===== src/rtl/address_generator.sv =====
// address_generator: free-running modulo word counter emitting byte addresses {count, 2'b00}
module address_generator #(
  parameter int COUNT_WIDTH = 5
) (
  input  logic                   clk,
  input  logic                   resetn,
  input  logic                   sclr,
  input  logic [COUNT_WIDTH-1:0] count_max,
  output logic [COUNT_WIDTH+1:0] address
);
  logic [COUNT_WIDTH-1:0] count;
  always_ff @(posedge clk or negedge resetn)
    if (!resetn) count <= '0;
    else count <= (sclr || count >= count_max) ? '0 : count + 1'b1;
  assign address = {count, 2'b00};
endmodule


===== config.mk =====
export PLATFORM = sky130hd
export DESIGN_NAME = address_generator
export DESIGN_NICKNAME = d
export VERILOG_FILES = /design/src/rtl/address_generator.sv
export SDC_FILE = /design/constraint.sdc
export NUM_CORES = 1
export LEC_CHECK = 0
export BUFFER_PORTS_ARGS = -buffer_cell sky130_fd_sc_hd__buf_2
export CORE_AREA = 2 2 39 41
export DETAILED_ROUTE_END_ITERATION = 8
export DIE_AREA = 0 0 41 43
export MAX_ROUTING_LAYER = met4
export SETUP_SLACK_MARGIN = 0.5
export SLEW_MARGIN = 20
export SYNTH_ARGS = -nofsm -noshare
export SYNTH_HDL_FRONTEND = slang
export SYNTH_SLANG_ARGS = --single-unit
export TNS_END_PERCENT = 10

===== constraint.sdc =====
create_clock -name clk -period 1.2 [get_ports clk]
set_input_delay 0.06 -clock clk [delete_from_list [all_inputs] [get_ports clk]]
set_output_delay 0.06 -clock clk [all_outputs]
set_load 0.01 [all_outputs]

==> results.json, run 1 <==
{
  "status": "finished with violations",
  "violations": "negative setup slack",
  "pwr-share-seq_pct": 31.9,
  "syn_area_um2": 350,
  "top_register": "count",
  "cts_root_buf": "clkbuf_4",
  "grt_overflow": 0,
  "die_h_um": 43,
  "end_kind": "flip-flop",
  "hp-start": "sclr",
  "yosys_warnings": 0,
  "slew_viol_final": 0,
  "clk_latency_ns": 0.24,
  "cts-buffers-inserted": 3,
  "vdd_ir_drop_max_uv": 301,
  "crit_start": "count[4]",
  "grt_max_degree": 6,
  "finalSetupViolations": 5,
  "cts_tree": "yes",
  "diodes": 0,
  "synth_cell_type_count": 14,
  "nets": 71,
  "arrival_ns": 1.48,
  "clk_pin_slew_ns": 0.04,
  "worstPathRequired_ns": 1.34,
  "synth-seq-cells": 5,
  "core_area_um2": 1380,
  "ios": 15,
  "gp_congestion": 0.711,
  "maxCapViolCount": 0,
  "worstPathMaxFanout": 5,
  "period_minus_slack_ns": 1.34,
  "largest_register_ffs": 5,
  "p_comb_share_pct": 35.3,
  "crit_type": "reg2reg",
  "grt_pass1_vias": 329,
  "cellLeakagePower_nw": 0.292,
  "die-area_um2": 1760,
  "rsz0062_at_grt": "yes",
  "drt-initial-drc-count": 4,
  "fin_tns_setup_ns": -0.561,
  "floorplan.initialDensity_pct": 25.3,
  "syn_inst": 35,
  "post_cts_buffers": 0,
  "grt_pass1_wl_mm": 1.31,
  "hold_path.class": "in2reg",
  "regToRegStartpoint": "count[4]",
  "firstDrtPassIters": 2,
  "wl_per_cell_um": 12.1,
  "fmax_mhz": 745,
  "skew_ns": 0.000842,
  "drc": 0,
  "hold_depth": 3,
  "switching_share_pct": 31.7,
  "antenna_found_initial": 0,
  "via_count": 333,
  "htree_levels": 1,
  "wirelength_um": 871,
  "ys_seq_area_share_pct": 35.7,
  "post_synth.cell_area_avg_um2": 10.0,
  "power_mw": 0.602,
  "top_regs": "count (5)",
  "clkPwrFrac_pct": 32.7,
  "clock-sinks": 5,
  "min_period_over_period_pct": 112,
  "pwr_density_cell_nw_per_um2": 940,
  "r2r_cells": 3,
  "area_delta_synth_final_pct": 82.9,
  "port-buffer-count": 12,
  "die_w_um": 41,
  "ant_nets": 0,
  "timing.final.ws_setup_ns": -0.143,
  "fill_cells": 129,
  "final_hold_viol_count": 0,
  "final_cell_mix": "buf_2, buf_6, inv_1",
  "drive_gt1_share_pct": 62.5,
  "p_switching_mw": 0.191,
  "rows": 14,
  "clockBufferDepth": 2,
  "p_int_mw": 0.411,
  "grt_usage_pct": 11.7,
  "start_kind": "flip-flop",
  "via_per_inst": 4.63
}
[routing by layer]
layer  routed length (µm)  up-vias  GRT usage (%)  share of wire (%)
met2                  491        8           18.4                 56
met3                   29        2           1.57                3.3
met5                    0        -              -                  0
met4                    9        0           10.0                1.0
li1                     -      163              -                  -
met1                  340      160           11.7                 39
[synthesized netlist by cell type]
cell type	n	area share [%]
dfrtp_1	5	36
conb_1	1	1.1
buf_4	2	4.3
ha_1	6	21
nand2_1	1	1.1
a21oi_1	1	1.4
a311oi_1	5	12
nor2b_1	1	1.8
nand3_1	2	2.9
xnor2_1	1	2.5
a211o_1	1	2.5
inv_1	6	6.4
o21ai_1	1	1.4
xor2_1	2	5.0
[cell type report]
type	count	area, µm²	share of cell area [%]
tap	16	20.0	3.13
inverter	6	22.5	3.52
timing repair buffer	18	148	23.0
clock buffer	4	26.3	4.10
sequential	5	128	19.9
multi-input combinational	23	297	46.3
[worst max-delay path, cell delays in order, from the launching register on]
cell and delay, ns:
dfrtp_2 0.42, ha_4 0.22, a211o_4 0.37, a311oi_2 0.22
[power by group through the flow]
stage | sequential (mW) | combinational, mW | clock (mW)
finish | 0.192 | 0.213 | 0.197
global route | 0.193 | 0.232 | 0.219
CTS | 0.192 | 0.185 | 0.209
detailed placement | 0.194 | 0.132 | 0
global placement | 0.194 | 0.129 | 0
floorplan | 0.203 | 0.0745 | 0
[kinds of logic (layout without fill, tap and decap cells)]
kind of cell / count (synthesis) / count (layout) / synth area share, %
buffers and inverters: 8 / 28 / 10.7
AND/OR/NAND/NOR: 4 / 4 / 5.71
AO/OA/AOI/OAI: 8 / 8 / 17.9
other: 1 / 2 / 1.07
XOR/XNOR: 3 / 3 / 7.50
flip-flops: 5 / 5 / 35.7
adder cells (fa/ha/maj): 6 / 6 / 21.4
[stage by stage]
step | setup slack (ns) | cell area (µm²) | util, % | instances | hold slack, ns
floorplan | -0.0965 | 373 | - | 36 | -0.236
global placement | -0.0984 | 475 | 34.4 | 67 | -0.116
detailed placement | -0.140 | 475 | 34.4 | 67 | -0.114
CTS | -0.114 | 596 | 43.0 | 72 | 0.102
global route | -0.193 | 641 | 46.3 | 72 | 0.115
finish | -0.143 | 641 | 46.3 | 72 | 0.121
[path summary, 6_finish.rpt]
kind / to / slack (ns)
min: count[4] / 0.12
max reg2reg: count[2] / -0.14
min in group asynchronous: count[0] / 0.17
max: count[2] / -0.14
min reg2reg: count[0] / 0.55
max in group asynchronous: count[4] / 0.88
[what timing repair did]
action                     4_1_cts  5_1_grt
pin swaps                        5        6
hold buffers                     1        0
hold endpoints to repair         5        0
setup endpoints to repair       10       10
gates resized for setup         15        6
(Power assumes the default switching activity.)
==> run 2: changes to the inputs <==
--- a/config.mk
+++ b/config.mk
@@ -9,8 +9,9 @@
 export CORE_AREA = 2 2 39 41
 export DETAILED_ROUTE_END_ITERATION = 8
 export DIE_AREA = 0 0 41 43
-export MAX_ROUTING_LAYER = met4
+export RECOVER_POWER = 50
 export SETUP_SLACK_MARGIN = 0.5
+export SKIP_LAST_GASP = 1
 export SLEW_MARGIN = 20
 export SYNTH_ARGS = -nofsm -noshare
 export SYNTH_HDL_FRONTEND = slang
==> run 2 against run 1 <==
The run still ends with negative setup slack left. Count of clock-buffer cells in the layout unchanged. First-iteration DRC count grew to 2.8 times the previous value. Utilization fell by 3.0 points. Total power decreased by 2.1%. Combinational power is 7% lower. Final area fell by 6.4%. Clock skew is essentially flat. Critical endpoint unchanged.
==> results.json, run 2 (synthesis results as in run 1) <==
{
  "floorplan.initialDensity_pct": 25.3,
  "path_cells": "ha_4 -> a211o_4 -> a311oi_2",
  "cts-buffers-inserted": 3,
  "clk_pin_slew_ns": 0.04,
  "max_stage_delay_ns": 0.42,
  "end_kind": "flip-flop",
  "area_delta_synth_final_pct": 71.1,
  "gp_congestion": 0.703,
  "firstDrtPassIters": 4,
  "multiInputGateArea_um2": 297,
  "final_hold_viol_count": 0,
  "rows": 14,
  "final_cells": 72,
  "clkPwrFrac_pct": 33.7,
  "skew_ns": 0.000439,
  "ant_nets": 0,
  "p_int_mw": 0.400,
  "m1WireLength_um": 354,
  "die_h_um": 43,
  "top_register": "count",
  "fin_tns_setup_ns": -0.572,
  "ios": 15,
  "rsz0062_at_grt": "yes",
  "clockBufferDepth": 2,
  "cellLeakagePower_nw": 0.283,
  "wl_met3_um": 21,
  "antenna_found_initial": 0,
  "finalSetupViolations": 5,
  "dr.max_layer_used": "met3",
  "cp.buffers_inverters": 0,
  "wl_per_cell_um": 11.8,
  "cts_root_buf": "clkbuf_4",
  "period_minus_slack_ns": 1.34,
  "final_cell_mix": "buf_2, inv_1, a311oi_2, buf_4",
  "core_area_um2": 1380,
  "critPathTopFamily": "compound AO/OA/AOI/OAI gates",
  "worstPathRequired_ns": 1.34,
  "grt_usage_pct": 11.1,
  "start_kind": "flip-flop",
  "diodes": 0,
  "pwr-share-seq_pct": 32.6,
  "seqCellArea_um2": 128,
  "vdd_ir_drop_max_uv": 285,
  "fill_cells": 137,
  "fmax_mhz": 747,
  "top_regs": "count (5)",
  "critical-path-slowest-cell": "dfrtp_2",
  "slew_viol_final": 0,
  "wirelength_um": 852,
  "worstPathMaxFanout": 5,
  "via_count": 326,
  "drc": 0,
  "clk_latency_ns": 0.24,
  "min_period_over_period_pct": 112,
  "via_per_inst": 4.53,
  "grt_pass1_wl_mm": 1.28,
  "p_comb_share_pct": 33.8,
  "nets": 71,
  "switching_share_pct": 32.2,
  "htree_levels": 1,
  "die_w_um": 41,
  "layout_commonest_cell": "buf_2",
  "cts_tree": "yes",
  "pwr_density_cell_nw_per_um2": 984,
  "arrival_ns": 1.47,
  "power_mw": 0.590,
  "timing.final.ws_setup_ns": -0.139,
  "grt_overflow": 0,
  "place_ws_ns": -0.140,
  "hold_path.class": "in2reg",
  "wl_met2_um": 476,
  "violations": "negative setup slack",
  "post-place-cells": 67,
  "largest_register_ffs": 5,
  "status": "finished with violations",
  "grt_max_degree": 6,
  "drive_gt1_share_pct": 60.7,
  "die-area_um2": 1760,
  "maxCapViolCount": 0,
  "port-buffer-count": 12,
  "clock-sinks": 5,
  "p_switching_mw": 0.190,
  "grt_pass1_vias": 332,
  "drt-initial-drc-count": 11,
  "crit_type": "reg2reg"
}
## run 2: cell types whose count changed in the layout (fill, tap and decap cells not counted)
cell | before | now
buf_6 | 8 | 0
buf_4 | 1 | 5
buf_2 | 8 | 11
clkbuf_1 | 1 | 2
## run 2: through the flow
stage	utilization [%]	hold WS (ns)	area [µm²]
floorplan	-	-0.236	373
global placement	34.4	-0.116	475
detailed placement	34.4	-0.114	475
CTS	40.4	0.102	559
global route	43.3	0.112	599
finish	43.3	0.118	599
## run 2: path summary, 6_finish.rpt
kind,from,to,slack [ns],cells past startpoint
max in group asynchronous,resetn,count[2],0.75,2
max reg2reg,count[4],count[2],-0.14,3
min in group asynchronous,resetn,count[3],0.21,2
min,sclr,count[4],0.12,3
min reg2reg,count[0],count[0],0.55,2
max,count[4],count[2],-0.14,3
## run 2: repair_timing
item / CTS / global route
buffers inserted: 0 / 0
endpoints found under the setup margin: 10 / 10
resized for setup: 8 / 5
pin swaps: 5 / 3
hold buffers: 1 / 0
hold endpoints to repair: 5 / 0
## run 2: worst register-to-register path, stage by stage, from the launching register on
cell,delay (ns)
dfrtp_2,0.42
ha_4,0.22
a211o_4,0.37
a311oi_2,0.23
## run 2: final cells by class
cell class | instances | area share (%)
flip-flops and latches | 5 | 21.3
inverters | 6 | 3.76
multi-input cells | 23 | 49.5
well taps | 16 | 3.34
repair buffers | 18 | 17.7
clock buffers | 4 | 4.38
## run 2: metal layers
layer | vias up | GRT usage, %
met5 | - | 0
met4 | 0 | 10.0
met3 | 0 | 1.57
met2 | 6 | 17.5
met1 | 156 | 11.7
li1 | 164 | -
## run 2: power groups by stage
stage          Clock, mW  Combinational, mW  Sequential, mW
4_1_cts            0.209              0.172           0.191
6_report           0.199              0.199           0.192
3_3_place_gp           0              0.129           0.194
5_1_grt            0.219              0.218           0.192
2_1_floorplan          0             0.0745           0.203
3_5_place_dp           0              0.132           0.194
==> run 3: changes to the inputs <==
--- a/config.mk
+++ b/config.mk
@@ -9,6 +9,7 @@
 export CORE_AREA = 2 2 39 41
 export DETAILED_ROUTE_END_ITERATION = 8
 export DIE_AREA = 0 0 41 43
+export HOLD_SLACK_MARGIN = 0.15
 export RECOVER_POWER = 50
 export SETUP_SLACK_MARGIN = 0.5
 export SKIP_LAST_GASP = 1
==> constraint.sdc (replaced) <==
create_clock -name clk -period 1.4 [get_ports clk]
set_input_delay 0.07 -clock clk [delete_from_list [all_inputs] [get_ports clk]]
set_output_delay 0.07 -clock clk [all_outputs]
set_load 0.01 [all_outputs]
==> run 3 against run 2 <==
The run now ends clean. Via count up 4.0%. Worst hold slack improved by 0.0032 ns. Cell count did not move. Wire length shrank 4.9%. Fmax grew 2.9%. Utilization down 0.81 points. First-iteration DRC count shrank 73%. Clock power decreased by 13%. Clock skew up 0.00071 ns. Sequential power shrank 14%. Register-to-register slack better by 0.24 ns. Setup slack gained 0.24 ns.
==> results.json, run 3 (synthesis results as in run 1) <==
{
  "via_per_inst": 4.71,
  "cellLeakagePower_nw": 0.273,
  "grt_usage_pct": 10.7,
  "floorplan.initialDensity_pct": 25.3,
  "grt_pass1_wl_mm": 1.18,
  "rsz0062_at_grt": "yes",
  "clk_pin_slew_ns": 0.05,
  "antenna_found_initial": 0,
  "critical-path-slowest-cell": "dfrtp_2",
  "grt_pass1_vias": 309,
  "htree_levels": 1,
  "fin_tns_setup_ns": 0,
  "port-buffer-count": 12,
  "critPathTopFamily": "compound AO/OA/AOI/OAI gates",
  "rows": 14,
  "ctsHoldBuffers": 1,
  "skew_ns": 0.00115,
  "ant_nets": 0,
  "drt-initial-drc-count": 3,
  "wirelength_um": 810,
  "worstPathMaxFanout": 5,
  "firstDrtPassIters": 3,
  "min_period_over_period_pct": 93.0,
  "arrival_ns": 1.45,
  "worstPathRequired_ns": 1.55,
  "wl_per_cell_um": 11.3,
  "drive_gt1_share_pct": 57.1,
  "cts_root_buf": "clkbuf_4",
  "status": "finished clean",
  "start_kind": "flip-flop",
  "dpl.hpwl_um": 593,
  "max_stage_delay_ns": 0.42,
  "grt_overflow": 0,
  "maxCapViolCount": 0,
  "largest_register_ffs": 5,
  "diodes": 0,
  "vdd_ir_drop_max_uv": 376,
  "cts_tree": "yes",
  "path_cells": "ha_4 -> a21oi_4 -> o21ai_4 -> a311oi_2",
  "pwr_density_cell_nw_per_um2": 849,
  "gp_congestion": 0.647,
  "clk_latency_ns": 0.25,
  "end_kind": "flip-flop",
  "ios": 15,
  "finalSetupViolations": 0,
  "layout_commonest_cell": "buf_2",
  "die_w_um": 41,
  "die-area_um2": 1760,
  "die_h_um": 43,
  "area_delta_synth_final_pct": 67.9,
  "slew_viol_final": 0,
  "cp.buffers_inverters": 0,
  "nets": 71,
  "final_cell_area_um2": 588,
  "m1WireLength_um": 316,
  "place_area_um2": 468,
  "dr.max_layer_used": "met4",
  "grt_max_degree": 6,
  "fill_cells": 144,
  "crit_type": "reg2reg",
  "wl_met3_um": 38,
  "top_register": "count",
  "final_cell_mix": "buf_2, inv_1, a311oi_2, clkbuf_1, buf_4",
  "fmax_mhz": 768,
  "r2r_setup_slack_ns": 0.1,
  "core_area_um2": 1380,
  "period_minus_slack_ns": 1.30,
  "via_count": 339,
  "wl_met2_um": 447,
  "cts-buffers-inserted": 3,
  "hold_path.class": "in2reg",
  "clock-sinks": 5,
  "drc": 0,
  "clockBufferDepth": 2,
  "final_hold_viol_count": 0,
  "top_regs": "count (5)"
}
[run 3: worst paths after layout]
| path | startpoint | to | depth (start not counted) |
|---|---|---|---|
| setup / recovery | count[2] | count[2] | 4 |
| hold / removal | sclr | count[4] | 3 |
| setup reg to reg | count[2] | count[2] | 4 |
| hold reg to reg | count[0] | count[0] | 2 |
| max in group asynchronous | resetn | count[2] | 2 |
| min in group asynchronous | resetn | count[1] | 2 |
[run 3: stage by stage]
stage          std cells  power [mW]  hold WS, ns  util (%)  setup slack, ns
4_1_cts               72       0.457        0.174      37.4           0.0912
6_report              72       0.499        0.121      42.5           0.0986
5_1_grt               72       0.530        0.120      42.5           0.0542
3_5_place_dp          66       0.280       -0.103      33.8           0.0165
3_3_place_gp          66       0.277       -0.109      33.8            0.103
2_1_floorplan         36       0.238       -0.226         -            0.104
[run 3: area by class of cell]
type / count / area (µm²) / share of cell area [%]
inverter: 6 / 22.5 / 3.83
clock buffer: 4 / 26.3 / 4.47
tap: 16 / 20.0 / 3.40
timing repair buffer: 18 / 101 / 17.2
multi-input combinational: 23 / 290 / 49.4
sequential: 5 / 128 / 21.7
[run 3: layer usage]
metal / global-route usage [%] / up-vias
met3: 6.28 / 2
met5: 0 / -
li1: - / 164
met2: 16.6 / 9
met1: 10.4 / 164
met4: 6.00 / 0
[run 3: report_power, final]
group          leakage (nW)  internal, mW  total (mW)  switching, mW
clock network        0.0150         0.108       0.173         0.0645
registers            0.0642         0.156       0.165        0.00971
logic                 0.194        0.0751       0.161         0.0860
total                 0.273         0.339       0.499          0.160
[run 3: what timing repair did]
item | 4_1_cts | 5_1_grt
resized for setup | 1 | 12
buffers inserted | 1 | 0
pin swaps | 5 | 4
setup endpoints to repair | 8 | 10
hold endpoints to repair | 5 | 5
[run 3: worst min-delay path, cell delays in order]
cell	delay [ns]
buf_2	0.09
a211o_4	0.13
a311oi_2	0.04
